===== config.mk =====
export PLATFORM = sky130hd
export DESIGN_NAME = alu_seq
export DESIGN_NICKNAME = d
export VERILOG_FILES = /design/src/rtl/alu_pkg.sv /design/src/rtl/alu_iter.sv /design/src/rtl/alu_seq.sv
export SDC_FILE = /design/constraint.sdc
export NUM_CORES = 1
export LEC_CHECK = 0
export ABC_AREA = 1
export BUFFER_PORTS_ARGS = -buffer_cell sky130_fd_sc_hd__buf_2
export CAP_MARGIN = 10
export CORE_MARGIN = 2
export CORE_UTILIZATION = 40
export DETAILED_ROUTE_END_ITERATION = 8
export SLEW_MARGIN = 30
export SYNTH_ARGS = -nofsm -noshare
export SYNTH_HDL_FRONTEND = slang
export SYNTH_SLANG_ARGS = --single-unit

===== constraint.sdc =====
create_clock -name clk -period 3.1 [get_ports clk]
set_clock_uncertainty 0.1 [all_clocks]
set_input_delay 0.62 -clock clk [delete_from_list [all_inputs] [get_ports clk]]
set_output_delay 0.62 -clock clk [all_outputs]
set_load 0.02 [all_outputs]

===== src/rtl/alu_pkg.sv =====
// Shared types for the sequential ALU: opcode encoding, control FSM states
// and the single/multi-cycle opcode classifier.
package alu_pkg;

  typedef enum logic [3:0] {
    OP_ADD  = 4'd0,
    OP_SUB  = 4'd1,
    OP_MUL  = 4'd2,
    OP_DIV  = 4'd3,
    OP_SHL  = 4'd4,
    OP_SHR  = 4'd5,
    OP_ROL  = 4'd6,
    OP_ROR  = 4'd7,
    OP_AND  = 4'd8,
    OP_OR   = 4'd9,
    OP_XOR  = 4'd10,
    OP_NOR  = 4'd11,
    OP_NAND = 4'd12,
    OP_XNOR = 4'd13,
    OP_GT   = 4'd14,
    OP_EQ   = 4'd15
  } alu_op_e;

  typedef enum logic [1:0] {
    IDLE = 2'd0,
    CALC = 2'd1,
    DONE = 2'd2
  } state_e;

  function automatic logic is_multicycle(input alu_op_e op);
    return (op == OP_MUL) || (op == OP_DIV);
  endfunction

endpackage


===== src/rtl/alu_iter.sv =====
// Iterative core: shift-add unsigned multiplier and restoring divider.
// One bit per cycle; hi/lo present the value the current step will produce.
module alu_iter
  import alu_pkg::*;
#(
  parameter int WIDTH = 8
) (
  input  logic             clk,
  input  logic             rst,
  input  logic             start,
  input  alu_op_e          op,
  input  logic [WIDTH-1:0] a,
  input  logic [WIDTH-1:0] b,
  output logic             done,
  output logic [WIDTH-1:0] hi,
  output logic [WIDTH-1:0] lo
);

  localparam int CW = $clog2(WIDTH);

  logic [CW-1:0]    count;
  logic             busy;
  logic             is_div;
  logic [WIDTH-1:0] hi_q;
  logic [WIDTH-1:0] lo_q;
  logic [WIDTH-1:0] b_q;
  logic [WIDTH:0]   sum;
  logic [WIDTH:0]   rem_sh;
  logic [WIDTH:0]   diff;

  assign done = busy && (count == CW'(WIDTH - 1));

  // hi_q is the partial product (MUL) or partial remainder (DIV);
  // lo_q is the multiplier being consumed or the dividend becoming the quotient.
  always_comb begin
    // NOTE: every signal written here gets a default first; a path that leaves
    // one unassigned would infer a latch.
    hi     = hi_q;
    lo     = lo_q;
    sum    = '0;
    rem_sh = '0;
    diff   = '0;
    if (is_div) begin
      rem_sh = {hi_q, lo_q[WIDTH-1]};
      diff   = rem_sh - {1'b0, b_q};
      if (!diff[WIDTH]) begin
        hi = diff[WIDTH-1:0];
        lo = {lo_q[WIDTH-2:0], 1'b1};
      end else begin
        hi = rem_sh[WIDTH-1:0];
        lo = {lo_q[WIDTH-2:0], 1'b0};
      end
    end else begin
      sum = {1'b0, hi_q} + (lo_q[0] ? {1'b0, b_q} : '0);
      hi  = sum[WIDTH:1];
      lo  = {sum[0], lo_q[WIDTH-1:1]};
    end
  end

  always_ff @(posedge clk) begin
    // NOTE: registers use non-blocking assignment so each one samples the
    // pre-edge values no matter how the statements are ordered.
    if (rst) begin
      busy   <= 1'b0;
      count  <= '0;
      is_div <= 1'b0;
      hi_q   <= '0;
      lo_q   <= '0;
      b_q    <= '0;
    end else if (start) begin
      busy   <= 1'b1;
      count  <= '0;
      is_div <= (op == OP_DIV);
      hi_q   <= '0;
      lo_q   <= a;
      b_q    <= b;
    end else if (busy) begin
      hi_q  <= hi;
      lo_q  <= lo;
      count <= count + CW'(1);
      if (done) busy <= 1'b0;
    end
  end

endmodule


===== src/rtl/alu_seq.sv =====
// Sequential WIDTH-bit ALU with valid/ready handshake, registered result/flags
// and iterative MUL/DIV. One request in flight at a time.
module alu_seq
  import alu_pkg::*;
#(
  parameter int WIDTH = 8
) (
  input  logic             clk,
  input  logic             rst,
  input  logic             in_valid,
  output logic             in_ready,
  input  logic [WIDTH-1:0] a,
  input  logic [WIDTH-1:0] b,
  input  logic [3:0]       alu_sel,
  output logic             out_valid,
  input  logic             out_ready,
  output logic [WIDTH-1:0] result,
  output logic [WIDTH-1:0] result_hi,
  output logic             flag_c,
  output logic             flag_z,
  output logic             flag_n,
  output logic             flag_v
);

  localparam int SHW = $clog2(WIDTH);

  state_e           state;
  alu_op_e          op;
  alu_op_e          op_q;
  logic             accept;
  logic             div_zero;
  logic             go_calc;
  logic             iter_done;
  logic [WIDTH-1:0] iter_hi;
  logic [WIDTH-1:0] iter_lo;
  logic [SHW-1:0]   sh;
  logic [WIDTH:0]   add_ext;
  logic [WIDTH:0]   sub_ext;
  logic [2*WIDTH-1:0] shl_ext;
  logic [2*WIDTH-1:0] shr_ext;
  logic [2*WIDTH-1:0] rol_ext;
  logic [2*WIDTH-1:0] ror_ext;
  logic [WIDTH-1:0] sc_res;
  logic [WIDTH-1:0] sc_hi;
  logic             sc_c;
  logic             sc_v;

  assign op       = alu_op_e'(alu_sel);
  assign in_ready = (state == IDLE) && !rst;
  assign accept   = in_valid && in_ready;
  assign div_zero = (op == OP_DIV) && (b == '0);
  assign go_calc  = accept && is_multicycle(op) && !div_zero;

  // Widened shifts: the bit just past the kept half is the last bit shifted out,
  // and is naturally 0 for a zero shift amount.
  assign sh      = b[SHW-1:0];
  assign add_ext = {1'b0, a} + {1'b0, b};
  assign sub_ext = {1'b0, a} - {1'b0, b};
  assign shl_ext = {{WIDTH{1'b0}}, a} << sh;
  assign shr_ext = {a, {WIDTH{1'b0}}} >> sh;
  assign rol_ext = {a, a} << sh;
  assign ror_ext = {a, a} >> sh;

  always_comb begin
    sc_res = '0;
    sc_hi  = '0;
    sc_c   = 1'b0;
    sc_v   = 1'b0;
    case (op)
      OP_ADD: begin
        sc_res = add_ext[WIDTH-1:0];
        sc_c   = add_ext[WIDTH];
        sc_v   = (a[WIDTH-1] == b[WIDTH-1]) && (sc_res[WIDTH-1] != a[WIDTH-1]);
      end
      OP_SUB: begin
        sc_res = sub_ext[WIDTH-1:0];
        sc_c   = sub_ext[WIDTH];
        sc_v   = (a[WIDTH-1] != b[WIDTH-1]) && (sc_res[WIDTH-1] != a[WIDTH-1]);
      end
      OP_DIV: begin
        // Only completes from here on divide-by-zero; real divides use alu_iter.
        sc_res = '1;
        sc_hi  = a;
        sc_c   = 1'b1;
      end
      OP_SHL: begin
        sc_res = shl_ext[WIDTH-1:0];
        sc_c   = shl_ext[WIDTH];
      end
      OP_SHR: begin
        sc_res = shr_ext[2*WIDTH-1:WIDTH];
        sc_c   = shr_ext[WIDTH-1];
      end
      OP_ROL:  sc_res = rol_ext[2*WIDTH-1:WIDTH];
      OP_ROR:  sc_res = ror_ext[WIDTH-1:0];
      OP_AND:  sc_res = a & b;
      OP_OR:   sc_res = a | b;
      OP_XOR:  sc_res = a ^ b;
      OP_NOR:  sc_res = ~(a | b);
      OP_NAND: sc_res = ~(a & b);
      OP_XNOR: sc_res = ~(a ^ b);
      OP_GT:   sc_res = {{(WIDTH-1){1'b0}}, (a > b)};
      OP_EQ:   sc_res = {{(WIDTH-1){1'b0}}, (a == b)};
      default: ;
    endcase
  end

  alu_iter #(
    .WIDTH(WIDTH)
  ) u_iter (
    .clk  (clk),
    .rst  (rst),
    .start(go_calc),
    .op   (op),
    .a    (a),
    .b    (b),
    .done (iter_done),
    .hi   (iter_hi),
    .lo   (iter_lo)
  );

  always_ff @(posedge clk) begin
    if (rst) begin
      state     <= IDLE;
      op_q      <= OP_ADD;
      out_valid <= 1'b0;
      result    <= '0;
      result_hi <= '0;
      flag_c    <= 1'b0;
      flag_z    <= 1'b0;
      flag_n    <= 1'b0;
      flag_v    <= 1'b0;
    end else begin
      case (state)
        IDLE: begin
          if (accept) begin
            op_q <= op;
            if (go_calc) begin
              state <= CALC;
            end else begin
              state     <= DONE;
              out_valid <= 1'b1;
              result    <= sc_res;
              result_hi <= sc_hi;
              flag_c    <= sc_c;
              flag_v    <= sc_v;
              flag_z    <= (sc_res == '0);
              flag_n    <= sc_res[WIDTH-1];
            end
          end
        end
        CALC: begin
          if (iter_done) begin
            state     <= DONE;
            out_valid <= 1'b1;
            result    <= iter_lo;
            result_hi <= iter_hi;
            flag_c    <= (op_q == OP_MUL) && (iter_hi != '0);
            flag_v    <= 1'b0;
            flag_z    <= (iter_lo == '0);
            flag_n    <= iter_lo[WIDTH-1];
          end
        end
        DONE: begin
          if (out_ready) begin
            state     <= IDLE;
            out_valid <= 1'b0;
          end
        end
        default: state <= IDLE;
      endcase
    end
  end

endmodule


* Yosys cells after proc, flatten, opt, wreduce, memory -nomap -nowiden
Index checks and enable logic that the tools add are counted.
** Word-level totals
- Flip-flop bits (word level) :: 56
- Output and inout port bits :: 22
- Input bits :: 24
- Logic and storage cells :: 133
** Operators by class
- Eq/ne operators :: 28
- Mux-type cells :: 48
- Bitwise gates (word level) :: 6
- Shift operators :: 4
- $lt $le $gt $ge :: 1
- $add $sub $neg :: 5
- Reductions and logical operators :: 26
** Operators by type and width (number)
- $pmux W8 S15 :: 1
- $mux W8 :: 13
- $eq A4 B4 Y1 const B :: 8
- $pmux W8 S2 :: 2
- $logic_not A8 Y1 :: 3
- $not A8 Y8 :: 3
- $mux W1 :: 20
- $eq A4 B3 Y1 const B :: 4
- $shl A16 B3 Y16 :: 1
- $shr A16 B3 Y16 :: 1
- $shr A16 B3 Y8 :: 1
- $eq A4 B2 Y1 const B :: 3
- $pmux W1 S2 :: 5
- $add A8 B8 Y9 :: 1
- $add A8 B9 Y9 :: 1
- $logic_and A1 B1 Y1 :: 9
- $shl A8 B3 Y9 :: 1
- $sub A8 B8 Y9 :: 1
- $sub A9 B8 Y9 :: 1
- $and A8 B8 Y8 :: 1
- $eq A8 B8 Y1 :: 1
- $gt A8 B8 Y1 :: 1
- $mux W2 :: 4
- $ne A2 B2 Y1 const B :: 4
- other kinds (24) :: 28

* Logic depth before layout (Yosys ltp)
Gate-level depths: netlist of the first run.
- Word-level depth :: 8
- Mapped depth :: 20
- Mapped depth without buffers :: 19

* Cells and area by module
A second synthesis of the first run with hierarchy kept.
** Second synthesis, totals
- Cells, all modules :: 1044
- Area, all modules :: 5913.2 µm²
** By module, submodules not included
- alu_seq :: area an instance 3652.3 µm², cells an instance 683, seq. area each 520.5 µm², times used 1
- alu_iter :: area an instance 2260.9 µm², cells an instance 361, seq. area each 580.6 µm², times used 1

* Worst setup path before layout of the first run
Ideal clock, no wire load.
- Path type :: input -> register
- From :: in b[2]
- To :: reg flag_z
- Library setup time :: 0.064 ns
- Path buffers :: 2
- Setup slack :: 0.419 ns
- Data required time :: 2.936 ns
- Stages on the path :: 19
- Arrival time :: 2.517 ns
- Cell sequence :: clkinv_1 > clkbuf_1 > ha_1 > buf_2 > inv_1 > nand2_1 > nand2_1 > nand2_1 > nand3_1 > nand2_1 > nand2_1 > nand2_1 > inv_1 > nor2_1 > nor2_1 > nand3_1 > nor2_1 > nor2_1 > nor2_1
** Between the ends
- Word-level cells in the longest chain between the ends :: 7
- Elaborated cells between the ends (all ways) :: 25
- Classes of those cells :: add/sub: 2; order compare: 1; eq/ne: 2; shift: 4; mux: 4; bitwise: 6; reduce/logical: 6
** Ends and longest elaborated chain
- start: declaration :: RTL line alu_seq.sv:13 : input logic [WIDTH-1:0] b,
- parallel branches: the longest is 7 deep, another holds $sub A8 B8 Y9
- end signal: assignment :: RTL line alu_seq.sv:147 : flag_z <= (sc_res == '0);
- end signal: assignment :: RTL line alu_seq.sv:160 : flag_z <= (iter_lo == '0);
- end: declaration :: RTL line alu_seq.sv:20 : output logic flag_z,
Several ways; the timed one is not identified. The select of a mux whose other input is x is not followed.
A chain may end at the register's enable or synchronous reset.

* Final worst setup path of the first run
- From :: reg u_iter.lo_q[7]
- To :: reg result_hi[6]
** Between the ends
- Word-level cells in the longest chain between the ends :: 5
** Ends and longest elaborated chain
- start: declaration :: RTL line alu_iter.sv:25 : logic [WIDTH-1:0] lo_q;
- start signal: assignment :: RTL line alu_iter.sv:79 : lo_q <= lo;
- $sub A9 B8 Y9 :: RTL line alu_iter.sv:45 : diff = rem_sh - {1'b0, b_q};
- $mux W8 :: RTL line alu_iter.sv:46 : if (!diff[WIDTH]) begin
- $mux W8 :: RTL line alu_iter.sv:43 : if (is_div) begin
- $mux W8 :: RTL line alu_seq.sv:153 : if (iter_done) begin
- $pmux W8 S2 :: RTL line alu_seq.sv:134 : case (state)
- end signal: assignment :: RTL line alu_seq.sv:144 : result_hi <= sc_hi;
- end signal: assignment :: RTL line alu_seq.sv:157 : result_hi <= iter_hi;
- end: declaration :: RTL line alu_seq.sv:18 : output logic [WIDTH-1:0] result_hi,
Every way passes these cells. The select of a mux whose other input is x is not followed.

==> results of run 1 <==
==> sequential cells by signal (all words and copies together), names as in the netlist <==
| signal | flops |
|---|---|
| u_iter.is_div | 1 |
| flag_z | 1 |
| flag_v | 1 |
| u_iter.count | 3 |
| result_hi | 8 |
| out_valid | 1 |
| result | 8 |
| u_iter.busy | 1 |
| u_iter.lo_q | 8 |
| u_iter.hi_q | 8 |
| op_q | 4 |
| state | 2 |
| flag_c | 1 |
| u_iter.b_q | 8 |
==> worst min-delay path, delay by kind of cell (launching register included) <==
kind             cells  cell delay [ns]
AND/OR/NAND/NOR      1             0.06
AO/OA/AOI/OAI        1             0.05
flip-flops           1             0.31
==> per-layer routing <==
layer | share of wire (%) | routed length (microns) | vias up
met3 | 11 | 2314 | 35
met1 | 47 | 9951 | 3046
met5 | 0 | 0 | -
met4 | 2.2 | 468 | 0
met2 | 40 | 8563 | 342
li1 | - | - | 3373
==> cells by family (layout without fill, tap and decap cells) <==
group	Yosys count	count (layout)
compound gates	195	195
xor+xnor	7	7
fa+ha+maj	47	47
buf+inv	179	227
flops	55	55
simple gates	530	530
==> cells in the mapped netlist, types with 2 or more instances <==
cell / instances / area share (%)
o211ai_1: 10 / 1.3
inv_2: 3 / 0.19
clkbuf_1: 15 / 0.97
o21ai_1: 4 / 0.35
nand2_2: 2 / 0.22
nor3_1: 5 / 0.43
nand4_1: 17 / 1.8
buf_2: 9 / 0.78
dfxtp_1: 55 / 19
o21bai_1: 2 / 0.26
clkinv_1: 2 / 0.13
fa_1: 4 / 1.4
buf_4: 7 / 0.91
inv_1: 138 / 8.9
nand3_1: 101 / 8.7
xor2_1: 6 / 0.91
o21ai_0: 85 / 7.3
buf_6: 3 / 0.58
nor2_4: 2 / 0.39
or2_2: 5 / 0.54
buf_1: 2 / 0.13
a21boi_0: 3 / 0.39
a31oi_1: 5 / 0.54
ha_1: 43 / 9.3
o21a_1: 3 / 0.39
nand2_1: 293 / 19
a21oi_1: 76 / 6.6
nor2_1: 99 / 6.4
==> cells in the final DEF, fill, tap and decap left out, types with 2 or more instances in the layout <==
cell	n
nand2_1	293
inv_1	138
nand3_1	101
nor2_1	99
o21ai_0	85
a21oi_1	76
dfxtp_1	55
buf_2	45
ha_1	43
buf_4	30
nand4_1	17
o211ai_1	10
xor2_1	6
nor3_1	5
or2_2	5
a31oi_1	5
clkbuf_16	5
o21ai_1	4
fa_1	4
inv_2	3
a21boi_0	3
o21a_1	3
clkinv_1	2
nand2_2	2
nor2_4	2
o21bai_1	2
==> where the power goes <==
part           total (mW)  internal [mW]  switching [mW]
Clock               0.622          0.330           0.292
Combinational       0.839          0.266           0.572
Sequential          0.805          0.763          0.0420
Total                2.27           1.36           0.906
==> path summary, 6_finish.rpt <==
check | startpoint | end | slack, ns | cells after the start
worst min register to register | out_valid$_SDFFE_PP0P_ | out_valid$_SDFFE_PP0P_ | 0.36 | 2
worst min-delay path | out_valid$_SDFFE_PP0P_ | out_valid$_SDFFE_PP0P_ | 0.36 | 2
worst max-delay path | u_iter.lo_q[7]$_SDFFE_PP0P_ | result_hi[6]$_SDFFE_PP0P_ | 0.36 | 16
worst max register to register | u_iter.lo_q[7]$_SDFFE_PP0P_ | result_hi[6]$_SDFFE_PP0P_ | 0.36 | 16
==> cell type report <==
type,count,area [sq um]
fill,1537,7541
multi-input combinational,779,3955
sequential,55,1101
inverter,143,536.8
timing repair buffer,76,470.5
tap,180,225.2
clock buffer,6,138.9
clock inverter,2,20.02
==> stage by stage <==
step,hold WS (ns),setup WS [ns],cell area (sq um)
after global placement,0.3523,0.2057,6289
after CTS,0.3671,0.3831,6447
final,0.3590,0.3643,6447
after detailed placement,0.3525,0.1758,6289
after floorplan,0.3447,0.4190,5788
after global routing,0.3983,0.03180,6447
==> impl_metrics.csv, run 1 <==
group,metric,value,unit
min_path,timing.hold.worst.class,"reg2reg",
power_and_ir_drop,vdd_ir_drop_max,385.6,uV
die,die-area,0.01545,sq mm
global_routing,grt_first_pass_wirelength,33.85,mm
clocking,number_of_buffers_created_by_cts,5,
synthesis,synthesis.yosys.warnings,0,
global_routing,grt_start_max_net_pins,28,
setup_path,setup.worst_path.class,"reg2reg",
finish,final_util,46.09,%
synthesis,synth_cell_type_count,42,
clocking,clockRootBuffer,"clkbuf_16",
setup_path,crit_chain,"inv_1 > ha_1 > fa_1 > inv_1 > nand3_1 > nand2_1 > nand2_1 > nand2_1 > nand2_1 > nand2_1 > nand2_1 > nand2_1 > a21oi_1 > buf_4 > or2_2 > a21oi_1",
die,num_rows,43,
detailed_routing,route.detailed.wl_per_inst,17.16,microns
sta,maxSlewHeadroom,53.83,%
synthesis,synthMuxAreaShare,0,%
detailed_routing,dr.pass1.iters,7,
global_routing,gr-usage-all-layers,27.35,%
clocking,postCtsSetupRepairBufs,0,
sta,hold_viol_final,0,
global_routing,grt.met3_usage,6.400,%
die,core_region_area,0.01399,sq mm
clocking,clkSinkCount,55,
die,chipWidth,124.3,microns
synthesis,async_reset_ff_share,0,%
synthesis,synth.yosys.seq_area_share,19.02,%
clocking,worst_skew_pair.late_latency,0.31,ns
synthesis,synth_xor_xnor_area_share,1.059,%
power_and_ir_drop,totalPowerFinal,2.265,mW
clocking,holdBufCountCts,0,
clocking,cts_tree,"done",
finish,post_route_cells_drive_above_1_share,9.519,%
setup_path,cp_common_cell,"nand2_1",
synthesis,register_bit_total_from_synthesis,55,
sta,final_max_slew_viol_count,0,
detailed_routing,drc,0,
finish,syn_to_final_growth,11.39,%
die,floorplan.die.height,124.3,microns
power_and_ir_drop,power_per_cell_area,351.3,mW/mm^2
setup_path,slowest_delay,0.46,ns
detailed_routing,routed_vias_inst,5.476,
finish,layout.nets,1131,
global_routing,global_route_total_overflow,0,
synthesis,synth_compound_gate_area_share,18.22,%
synthesis,ys.flop_type,"dfxtp_1",
setup_path,setup.worst_path.start_class,"flop",
die,pin_count,46,
finish,final_cells,1241,
setup_path,timing.critical_path.buf_inv,3,
synthesis,simple_gate_share_of_the_synthesized_area,38.37,%
clocking,clk_path_buf_depth,2,
sta,finalSetupViolCount,0,
detailed_routing,drt-initial-drc-count,677,
setup_path,timing.critical_path.max_delay_family,"simple AND/OR/NAND/NOR gates",
placed_design,post-dp-hpwl,17.09,mm
sta,period_needed,2.736,ns
synthesis,mappedNetlistArea,0.005788,sq mm
sta,max_freq,0.3655,GHz
die,starting_density_of_the_core,41.38,%
clocking,cts_htree_levels,2,
detailed_routing,drt.antenna.violating_nets,0,
synthesis,syn-mean-instance-area,5.714,sq um
clocking,clock_pin_slew_on_the_worst_setup_and_hold_paths,0.08,ns
setup_path,worst_ep_required_time,3.24,ns
power_and_ir_drop,p_leak,3.360,nW
sta,tightestPinTransition,0.6900,ns
synthesis,synth_cells,1013,
global_routing,number_of_antenna_violations_at_the_first_check_in_global_routing,0,
run_status,status,"finished clean",
setup_path,crit_path_end_kind,"flop",
global_routing,groute.layer.met2.usage,38.60,%
setup_path,timing.critical_path.arrival,2.87,ns
setup_path,cp_max_fo,6,
synthesis,yosys.area_share.adder,10.68,%
global_routing,grt_busiest_layer,"met1",
global_routing,grt_pass1_vias,6201,
clocking,cts_resized,0,
synthesis,dominant_combinational_cell_family_by_area_after_synthesis,"simple AND/OR/NAND/NOR gates",
sta,fin_crit_sh,88.25,%
detailed_routing,detail_route.wirelength,21.30,mm
placed_design,placed_cells,1233,
global_routing,grt_util_met1,41.20,%
synthesis,synthesis.nets,1084,
run,drv_cap,0,
placed_design,place.gp.congestion,1.009,
finish,n_antenna_cell,0,
sta,setup_tns,0,ns
sta,grt_setup_unrepaired,"false",
detailed_routing,vias,6796,
placed_design,io_buffer_count,45,
setup_path,crit_slowest_cell,"fa_1",
synthesis,synth_enable_flop_cells,0,
No activity file was read; power rests on OpenSTA's default activity.
==> inputs of run 2 (changes only) <==
Settings changed: ABC_AREA 1 to not set, REMOVE_ABC_BUFFERS set to 1.
==> impl_metrics.csv, run 2 <==
group,metric,value,unit
run_status,status,"finished clean",
clocking,clock_pin_slew_on_the_worst_setup_and_hold_paths,0.07,ns
sta,final_max_slew_viol_count,0,
die,die-area,0.01537,sq mm
global_routing,grt_pass1_vias,6131,
global_routing,grt_start_max_net_pins,39,
clocking,clk_path_buf_depth,2,
die,chipWidth,124.0,microns
synthesis,synth_cells,759,
sta,hold_viol_final,0,
finish,fillers,1347,
sta,maxSlewHeadroom,56.61,%
clocking,worst_skew_pair.late_latency,0.30,ns
detailed_routing,routed_vias_inst,5.960,
power_and_ir_drop,share_clk_of_total_power,28.4,%
finish,post_route_cells_drive_above_1_share,27.30,%
synthesis,synth.yosys.seq_area_share,19.12,%
synthesis,synthesis.yosys.warnings,0,
die,core_region_area,0.01399,sq mm
clocking,cts_tree,"done",
global_routing,grt_first_pass_wirelength,33.13,mm
detailed_routing,drc,0,
power_and_ir_drop,p_leak,3.036,nW
die,num_rows,43,
power_and_ir_drop,intPower,1.428,mW
setup_path,cp_max_fo,2,
clocking,number_of_buffers_created_by_cts,5,
sta,period_needed,3.028,ns
synthesis,syn-mean-instance-area,7.586,sq um
synthesis,ys.flop_type,"dfxtp_1",
power_and_ir_drop,pwr-share-seq,35.0,%
synthesis,synth_top_cell_area_share,19.12,%
setup_path,setup.reg_to_reg.worst_slack,0.20,ns
detailed_routing,vias,6312,
sta,grt_setup_unrepaired,"true",
power_and_ir_drop,combinationalPowerShare,36.6,%
setup_path,setup.worst_path.start_class,"input port",
finish,final_cells,1059,
synthesis,synth_cell_type_count,83,
global_routing,gr-usage-all-layers,27.98,%
power_and_ir_drop,p_switching,712.2,uW
synthesis,synth_top_area_cell,"dfxtp_1",
clocking,cts_htree_levels,2,
setup_path,crit_path_end_kind,"flop",
detailed_routing,route.detailed.wl_per_inst,20.03,microns
sta,final.setup.worst_slack,0.07195,ns
placed_design,post-dp-hpwl,16.46,mm
power_and_ir_drop,sw_frac_of_total,33.27,%
finish,most-common-layout-cells,"buf_4, nand2_1, a21oi_1",
sta,max_freq,0.3302,GHz
sta,tightestPinTransition,0.6484,ns
setup_path,worst_ep_required_time,3.21,ns
setup_path,timing.critical_path.arrival,3.14,ns
global_routing,global_route_total_overflow,0,
detailed_routing,drt.antenna.violating_nets,0,
synthesis,synth_enable_flop_cells,0,
placed_design,detailedPlace.worstSlack,-0.5174,ns
die,floorplan.die.height,124.0,microns
detailed_routing,dr.pass1.iters,5,
finish,layout.nets,949,
finish,n_antenna_cell,0,
sta,fin_crit_sh,97.68,%
run,drv_cap,0,
setup_path,setup.worst_path.class,"in2reg",
detailed_routing,drt-initial-drc-count,480,
power_and_ir_drop,vdd_ir_drop_max,181.3,uV
synthesis,yosysMostFrequentCell,"nand2_1",
placed_design,placed_cells,1047,
die,pin_count,46,
clocking,clkSinkCount,55,
power_and_ir_drop,power_per_cell_area,290.7,mW/mm^2
sta,finalSetupViolCount,0,
placed_design,place.gp.congestion,0.9778,
global_routing,number_of_antenna_violations_at_the_first_check_in_global_routing,0,
synthesis,async_reset_ff_share,0,%
finish,layout.cells.most_common,"buf_4",
synthesis,synth_top_cells_by_area,"dfxtp_1, ha_1, nand2_1",
die,starting_density_of_the_core,41.16,%
min_path,timing.hold.worst.class,"reg2reg",
placed_design,io_buffer_count,45,
synthesis,mappedNetlistArea,0.005758,sq mm
synthesis,register_bit_total_from_synthesis,55,
clocking,clockRootBuffer,"clkbuf_16",
detailed_routing,detail_route.wirelength,21.22,mm
clocking,holdBufCountCts,0,
synthesis,synth_commonest_cells,"nand2_1, a21oi_1, dfxtp_1",
finish,syn_to_final_growth,27.90,%
sta,finalHoldWorstSlack,0.3636,ns
run 2: cell types whose count changed after synthesis, sizes merged, moves of 12 or more:
cell	before	now
nand2	295	92
inv	141	37
nand3	102	28
nor2	102	49
o21ai	90	38
mux2i	0	33
clkbuf	15	44
a211oi	1	15
nor2b	0	14
xnor2	1	14
and2	1	13
nand4	17	5
run 2: per-layer routing:
metal / routed length (microns) / GRT usage, % / up-vias
met5: 0 / 0 / -
met4: 1237 / 16.01 / 0
met3: 1147 / 3.251 / 56
met2: 9932 / 46.46 / 218
met1: 8898 / 35.08 / 3014
li1: - / - / 3024
run 2: worst max-delay path, stage by stage:
cell and delay, ns:
buf_8 0.11, inv_8 0.06, ha_4 0.19, or4_4 0.54, or4b_4 0.52, nand4_4 0.09
nor2_2 0.04, a211oi_2 0.17, o311ai_2 0.14, or4_4 0.44, o32ai_2 0.20
run 2: final timing paths:
| path | end | cells past startpoint | from |
|---|---|---|---|
| worst max-delay path | flag_z$_SDFFE_PP0P_ | 11 | a[7] |
| worst min-delay path | out_valid$_SDFFE_PP0P_ | 2 | out_valid$_SDFFE_PP0P_ |
| worst max register to register | flag_c$_SDFFE_PP0P_ | 12 | u_iter.lo_q[7]$_SDFFE_PP0P_ |
| worst min register to register | out_valid$_SDFFE_PP0P_ | 2 | out_valid$_SDFFE_PP0P_ |
run 2: timing repair:
| action | 4_1_cts | 5_1_grt |
|---|---|---|
| setup buffers | 3 | 1 |
| resized for setup | 29 | 22 |
| pin swaps | 10 | 9 |
| cloned | 0 | 0 |
| setup endpoints to repair | 12 | 11 |
run 2: logic make-up (layout without fill, tap and decap cells):
| family | count (synthesis) | count (layout) | share of synthesized area [%] |
|---|---|---|---|
| simple gates | 259 | 259 | 22.47 |
| compound gates | 230 | 230 | 26.97 |
| buf+inv | 100 | 220 | 6.910 |
| flops | 55 | 55 | 19.12 |
| mux | 51 | 51 | 11.21 |
| fa+ha+maj | 47 | 47 | 10.73 |
| xor+xnor | 17 | 17 | 2.586 |
run 2: cell type report:
type                    instances  area (sq um)  area share [%]
multi-input cells             604          4456           60.50
repair buffers                173          1265           17.18
flip-flops and latches         55          1104           14.98
well taps                     180         225.2           3.058
inverters                      39         158.9           2.158
clock buffers                   8         156.4           2.124
run 2: stage by stage:
stage / TNS, ns / cell area, sq um / utilization [%] / total power, mW
2_1_floorplan: -0.2948 / 5507 / - / 1.113
3_3_place_gp: -1.672 / 6938 / 49.60 / 1.481
3_5_place_dp: -1.848 / 6939 / 49.61 / 1.489
4_1_cts: -0.002700 / 7233 / 51.71 / 2.110
5_1_grt: -0.003738 / 7365 / 52.65 / 2.232
6_report: 0 / 7365 / 52.65 / 2.141
run 2: power by group through the flow:
stage / sequential, mW / combinational [mW] / clock [mW]
2_1_floorplan: 0.777 / 0.336 / 0
3_3_place_gp: 0.763 / 0.718 / 0
3_5_place_dp: 0.765 / 0.724 / 0
4_1_cts: 0.748 / 0.749 / 0.613
5_1_grt: 0.750 / 0.844 / 0.637
6_report: 0.749 / 0.784 / 0.607
